==> config.mk <==
export PLATFORM = sky130hd
export DESIGN_NAME = control_conditioner
export DESIGN_NICKNAME = d
export VERILOG_FILES = /design/src/rtl/control_conditioner.sv
export SDC_FILE = /design/constraint.sdc
export NUM_CORES = 1
export LEC_CHECK = 0
export ABC_AREA = 0
export BUFFER_PORTS_ARGS = -buffer_cell sky130_fd_sc_hd__buf_4
export CORE_ASPECT_RATIO = 0.7
export CORE_MARGIN = 4
export CORE_UTILIZATION = 60
export DETAILED_ROUTE_END_ITERATION = 16
export GPL_TIMING_DRIVEN = 0
export PLACE_DENSITY = 0.75
export SETUP_SLACK_MARGIN = 0.3
export SLEW_MARGIN = 20
export SYNTH_ARGS = -nofsm -noshare
export SYNTH_HDL_FRONTEND = slang
export SYNTH_SLANG_ARGS = --single-unit
==> constraint.sdc <==
create_clock -name clock -period 3 [get_ports clock]
set_clock_uncertainty 0.1 [all_clocks]
set_input_delay 0.75 -clock clock [delete_from_list [all_inputs] [get_ports clock]]
set_output_delay 0.75 -clock clock [all_outputs]
set_load 0.1 [all_outputs]
==> src/rtl/control_conditioner.sv <==
// Debounces asynchronous buttons/switches into a registered control vector.
// Level channels follow the debounced state; momentary channels emit a press pulse.
module control_conditioner #(
  parameter int WIDTH = 15,
  parameter int DEBOUNCE_CYCLES = 650000,
  parameter logic [WIDTH-1:0] PULSE_MASK = 15'h7C00
) (
  input  logic             clock,
  input  logic             reset,
  input  logic [WIDTH-1:0] raw_in,
  output logic [WIDTH-1:0] controls,
  output logic             changed
);

  localparam logic [19:0] LAST = 20'(DEBOUNCE_CYCLES - 1);

  logic [WIDTH-1:0] s1;
  logic [WIDTH-1:0] s2;
  logic [WIDTH-1:0] st;
  logic [WIDTH-1:0] st_nxt;
  logic [19:0]      cnt     [WIDTH];
  logic [19:0]      cnt_nxt [WIDTH];

  // Any mismatch-free edge restarts the count, so a bounce discards progress.
  always_comb begin
    st_nxt = st;
    for (int i = 0; i < WIDTH; i++) begin
      cnt_nxt[i] = '0;
      if (s2[i] != st[i]) begin
        if (cnt[i] >= LAST) begin
          st_nxt[i] = s2[i];
        end else begin
          cnt_nxt[i] = cnt[i] + 20'd1;
        end
      end
    end
  end

  always_ff @(posedge clock) begin
    if (reset) begin
      s1       <= '0;
      s2       <= '0;
      st       <= '0;
      controls <= '0;
      changed  <= 1'b0;
      for (int i = 0; i < WIDTH; i++) begin
        cnt[i] <= '0;
      end
    end else begin
      s1       <= raw_in;
      s2       <= s1;
      st       <= st_nxt;
      controls <= (st_nxt & ~PULSE_MASK)
                | (st_nxt & ~st & PULSE_MASK);
      changed  <= |(st_nxt ^ st);
      for (int i = 0; i < WIDTH; i++) begin
        cnt[i] <= cnt_nxt[i];
      end
    end
  end

endmodule

==> results of run 1 <==
[layout by cell type (no fill, tap or decap), types with 8 or more instances in the layout]
| cell type | synthesis | routed |
|---|---|---|
| buf_4 | 10 | 49 |
| nor4_1 | 17 | 16 |
| xor2_1 | 146 | 146 |
| nor2b_1 | 36 | 36 |
| and3_1 | 54 | 53 |
| nor2_2 | 20 | 20 |
| nor2_1 | 381 | 381 |
| and4_1 | 12 | 12 |
| inv_1 | 52 | 52 |
| nand2_1 | 120 | 120 |
| clkbuf_1 | 30 | 39 |
| xnor2_1 | 122 | 122 |
| nand3_1 | 113 | 109 |
| nand4_1 | 50 | 50 |
| ha_1 | 20 | 16 |
| dfxtp_1 | 351 | 345 |
| o21ai_1 | 8 | 8 |
| clkbuf_16 | 0 | 35 |
| nor3_1 | 22 | 22 |
| a21oi_1 | 23 | 18 |
| mux2i_1 | 11 | 10 |
[routing by layer]
layer	GRT usage [%]	up-vias	part of all wire, %
met5	0	-	0
met4	4.55	0	1.8
met3	3.55	41	3.3
met2	30.5	125	43
met1	29.6	5046	52
li1	-	5770	-
[logic make-up (layout without fill, tap and decap cells)]
kind of cell / Yosys count / count (layout) / share of synthesized area [%]
AOI/OAI and AO/OA: 82 / 82 / 3.88
xor gates and xnor gates: 268 / 268 / 15.8
adders and majority gates: 20 / 20 / 1.69
buffers and inverters: 99 / 194 / 2.93
DFF: 351 / 351 / 47.4
muxes: 15 / 15 / 1.05
and+or+nand+nor: 863 / 863 / 27.2
[sequential cells by signal, indices dropped and copies added, names as in the netlist]
signal    cells
s1           15
cnt         300
changed       1
st            5
s2           15
controls     15
[repair_timing]
action | CTS | global route
hold buffers | 0 | 0
buffers inserted | 6 | 1
endpoints found under the setup margin | 1 | 20
pin swaps | 6 | 4
gates resized for setup | 15 | 13
[layout make-up]
class / count / area, um2
repair buffers: 39 / 293
multi-input cells: 1248 / 7470
clock buffers: 48 / 965
fillers: 1894 / 7350
flip-flops and latches: 351 / 7030
inverters: 53 / 199
well taps: 318 / 398
clock inverters: 8 / 52.6
plain buffers: 46 / 235
[path summary, 6_finish.rpt]
check	from	endpoint	slack, ps	cells after the start
setup / recovery	cnt[1][125]	changed	-120	12
hold reg to reg	cnt[1][120]	cnt[1][120]	320	1
hold / removal	cnt[1][120]	cnt[1][120]	320	1
setup reg to reg	cnt[1][125]	changed	-120	12
[where the power goes]
| group | internal [mW] | switching, mW | leakage [nW] |
|---|---|---|---|
| sequential | 4.72 | 0.0364 | 2.84 |
| clock | 2.24 | 1.69 | 0.496 |
| combinational | 0.133 | 0.254 | 2.39 |
[metrics by stage]
stage / worst slack [ps] / util [%]
after floorplan: 454 / -
after global placement: -353 / 64.4
after detailed placement: -396 / 64.4
after CTS: -79.4 / 69.1
after global routing: -247 / 69.4
final: -120 / 69.4
==> reports/results.ini, run 1 <==
[power_and_ir_drop]
cellPowerDensity_mw_per_mm2 = 545
totalPowerFinal_mw = 9.07
ir_drop_v = 0.000486
power_leakage_nw = 5.73

[clocking]
clock_path_buffers = 3
cts-root-buf = clkbuf_16
clkTransAtPathRegs_ps = 60
cts_buffers = 34
clk-insertion-delay-late_ps = 510
htreeDepth = 2
tritoncts = built
cts_sinks = 351

[timing]
final.setup.tns_ps = -120
whs_ps = 323
period_needed_ps = 3120
period_share_pct = 104
fmax_mhz = 320
relSlewSlack_pct = 49.9
final_hold_viol_count = 0
drv_slew = 0
setup_ws_ps = -120
rsz0062_at_grt = yes
worst_pin_slew_ps = 751
setup_viol_count_final = 1

[setup_path]
path_delay_family = compound AO/OA/AOI/OAI gates
cp-end-kind = register
cp_cell_sequence = nor4_4 > a21oi_1 > o21a_1 > o21bai_2 > mux2i_2 > nand3_2 > ha_4 > and3_4 > o2111a_1 > nand4_1 > a221oi_2 > a41oi_2
cp_max_fo = 5
slowest_delay_ps = 350
critPathSlowestCell = dfxtp_2
path_buf_inv = 0
arrival_ps = 3380
worstSetupPathType = register to register
critPathLaunchType = register
required_ps = 3260

[route]
viasPerCell = 5.20
antenna_left = 0
vias = 10982
wl_mm = 27.8
dr.pass1.iters = 5
drc_errors = 0
wl_per_cell_um = 13.2
drt_first_iter_violations = 512

[logic_synthesis]
ys_ff_latch = 351
ys_types = 63
synthTopCellsByArea = dfxtp_1 47%, nor2_1 9.6%, xor2_1 8.6%
synth_async_sr_flop_share_pct = 0
synth.cell_area_mm2 = 0.0148
syn_area_per_cell_um2 = 8.73
post-synth-top-count-cell = nor2_1
syn_inst = 1698
ys.flop_type = dfxtp_1
synth_top_area_share_pct = 47.4
ys_top_cells_by_count = 381 x nor2_1, 351 x dfxtp_1, 146 x xor2_1
synth_edf_count = 0
seq_area_frac_synth_pct = 47.4
synth_nets = 1735
yosysTopAreaCell = dfxtp_1
synth_warnings = 0

[floorplanning]
start_util_pct = 61.8
die_w_um = 196
dieArea_mm2 = 0.0273
io_pins = 33
fp.dieH_um = 140
core_mm2 = 0.0240
row_count = 47

[global_route]
overflow = 0
grt_pass1_wl_mm = 47.0
grt_use_total_pct = 19.9
grt_pass1_vias = 10048
antenna_found_initial = 0
grt_max_degree = 17

[place]
place_area_mm2 = 0.0155
post-place-cells = 2048
numPortBuffers = 32
gp_congestion = 0.820
hpwlAfterDp_mm = 19.3

[status]
outcome = finished with violations
violations = setup timing

[run]
maxCapViolCount = 0

[cells_and_area]
drive_above_1_share_pct = 9.09
instances_no_fill = 2111
syn2layout_area_growth_pct = 12.3
nets = 1810
final_area_mm2 = 0.0166
n_antenna_cell = 0

[hold_path]
hold_class = register to register

(Power assumes the default switching activity.)
==> run 2: changes to the inputs <==
--- a/config.mk
+++ b/config.mk
@@ -9,10 +9,10 @@
 export BUFFER_PORTS_ARGS = -buffer_cell sky130_fd_sc_hd__buf_4
 export CORE_ASPECT_RATIO = 0.7
 export CORE_MARGIN = 4
-export CORE_UTILIZATION = 60
+export CORE_UTILIZATION = 55
 export DETAILED_ROUTE_END_ITERATION = 16
 export GPL_TIMING_DRIVEN = 0
-export PLACE_DENSITY = 0.75
+export PLACE_DENSITY = 0.69
 export SETUP_SLACK_MARGIN = 0.3
 export SLEW_MARGIN = 20
 export SYNTH_ARGS = -nofsm -noshare
==> run 2 against run 1 <==
  * The flow still finishes with violations (setup timing)
  * Final cell count up 1.8%
  * Global-route usage fell by 0.83 points
  * First-iteration DRC count rose by 5.3%
  * Critical path depth unchanged
  * Fmax grew 1.4%
  * Power grew 3.6%
  * Critical endpoint unchanged
  * Clock power grew 8.4%
  * Utilization is 5.2 points lower
  * Sequential share of layout area shrank 0.29 points
  * Highest routed layer unchanged
  * Via count is 0.80% lower
  * Die area up 8.6%
==> reports/results.ini, run 2 (synthesis gave the netlist of run 1 again) <==
[setup_path]
r2r_start = cnt[1][125]
arrival_ps = 3330  ; -50 ps
rrSetupSlack_ps = -80  ; +40 ps
worstSetupPathType = register to register
crit_start = cnt[1][125]
critPathLaunchType = register
cp_max_fo = 2  ; -3
required_ps = 3250  ; about the same
r2r_end = changed
ff2ff_path_depth = 12  ; unchanged
crit_end = changed
cp-end-kind = register

[global_route]
grt_use_total_pct = 19.1  ; -0.83 points
grt_pass1_wl_mm = 49.1  ; +4.6%
grt_pass1_vias = 10550  ; +5.0%
grt_max_degree = 14  ; -3
overflow = 0  ; unchanged
antenna_found_initial = 0  ; unchanged

[place]
post-place-cells = 2087  ; +1.9%
gp_congestion = 0.799  ; -2.6%
hpwlAfterDp_mm = 19.5  ; +1.1%
numPortBuffers = 32  ; unchanged

[clocking]
clk-insertion-delay-late_ps = 510  ; about the same
htreeDepth = 2  ; unchanged
cts-root-buf = clkbuf_16
clock_path_buffers = 3  ; unchanged
cts_sinks = 351  ; unchanged
cts_buffers = 35  ; +2.9%
tritoncts = built
clkTransAtPathRegs_ps = 60  ; about the same

[timing]
worst_pin_slew_ps = 764  ; +13.3 ps
drv_slew = 0  ; unchanged
final_hold_viol_count = 0  ; unchanged
period_needed_ps = 3080  ; -44.4 ps
rsz0062_at_grt = yes
setup_ws_ps = -75.9  ; +44.4 ps
fmax_mhz = 325  ; +1.4%
whs_ps = 336  ; +13.6 ps
period_share_pct = 103  ; -1.5 points
setup_viol_count_final = 1  ; unchanged
relSlewSlack_pct = 49.0  ; -0.89 points

[cells_and_area]
largest_reg_flops = 300  ; unchanged
largest-register = cnt
instances_no_fill = 2148  ; +1.8%
mostFrequentLayoutCell = nor2_1
nets = 1806  ; -0.22%
syn2layout_area_growth_pct = 13.1
fin_util_pct = 64.2  ; -5.2 points
n_antenna_cell = 0  ; unchanged
final_cell_mix = 381 x nor2_1, 346 x dfxtp_1, 146 x xor2_1, 122 x xnor2_1, 120 x nand2_1
drive_above_1_share_pct = 8.60  ; -0.49 points

[run]
maxCapViolCount = 0  ; unchanged

[status]
outcome = finished with violations
violations = setup timing

[route]
vias = 10894  ; -0.80%
drt_first_iter_violations = 539  ; +5.3%
drc_errors = 0  ; unchanged
wl_per_cell_um = 13.1  ; -0.24%
dr.pass1.iters = 5  ; unchanged
wl_mm = 28.2  ; +1.5%
antenna_left = 0  ; unchanged
viasPerCell = 5.07  ; -2.5%

[floorplanning]
start_util_pct = 56.8  ; -5.0 points
die_w_um = 204  ; +4.3%
core_mm2 = 0.0261  ; +8.9%
dieArea_mm2 = 0.0297  ; +8.6%
row_count = 49  ; +4.3%
io_pins = 33  ; unchanged
fp.dieH_um = 145  ; +4.2%

[hold_path]
hold_class = register to register

[power_and_ir_drop]
totalPowerFinal_mw = 9.40  ; +3.6%
ir_drop_v = 0.000343  ; -29%
cellPowerDensity_mw_per_mm2 = 561  ; +2.8%
power_leakage_nw = 5.76  ; +0.62%

-- run 2: changes by cell type in the layout (fill, tap and decap cells not counted), sizes merged --
cell,previous run,this run
buf,55,50
bufinv,0,1
clkbuf,78,85
clkinv,4,3
clkinvlp,2,0
inv,55,53
-- run 2: report_power, final --
part / internal [mW] / switching, mW / total [mW]
clock network: 2.53 / 1.73 / 4.26
registers: 4.72 / 0.0383 / 4.75
logic: 0.125 / 0.256 / 0.381
total: 7.37 / 2.02 / 9.40
-- run 2: cell type report --
cell class	count	area, um2
fillers	2291	9360
multi-input cells	1248	7470
flip-flops and latches	351	7040
clock buffers	55	1070
well taps	357	447
repair buffers	34	255
plain buffers	46	235
inverters	53	199
clock inverters	4	45.0
-- run 2: worst min-delay path by stage --
stage	startpoint	endpoint	cells after the start	slack, ps
floorplan	s1[0]	s2[0]	1	310
finish	s1[9]	s2[9]	1	340
CTS	raw_in[13]	s1[13]	2	330
global route	raw_in[2]	s1[2]	2	350
global placement	s1[11]	s2[11]	1	320
detailed placement	s1[9]	s2[9]	1	320
-- run 2: critical path: stages, from the launching register on --
cell and delay (ps):
dfxtp_4 350, nor4_4 250, a21oi_1 90, o21a_1 180
o21bai_2 160, mux2i_1 260, nand3_1 150, ha_4 300
and3_4 170, o2111a_1 230, nand4_1 200, a221oi_4 310
a41oi_2 160
-- run 2: per-layer routing --
layer  vias to the layer above  track usage (%)  routed length (um)
li1                       5757                -                   -
met1                      5000             28.1               14700
met2                       108             29.3               12200
met3                        29             3.45                 828
met4                         0             4.75                 448
met5                         -                0                   0
-- run 2: timing repair --
item / 4_1_cts / 5_1_grt
resized for setup: 15 / 10
setup buffers: 2 / 0
pin swaps: 8 / 6
endpoints found under the setup margin: 1 / 1
hold buffers: 0 / 0
-- run 2: stage by stage --
stage          TNS [ps]  cell area (um2)  setup WS (ps)
5_1_grt            -175            16800           -175
3_3_place_gp       -361            15500           -361
4_1_cts           -80.0            16700          -80.0
6_report          -75.9            16800          -75.9
3_5_place_dp       -360            15500           -360
2_1_floorplan         0            14800            454
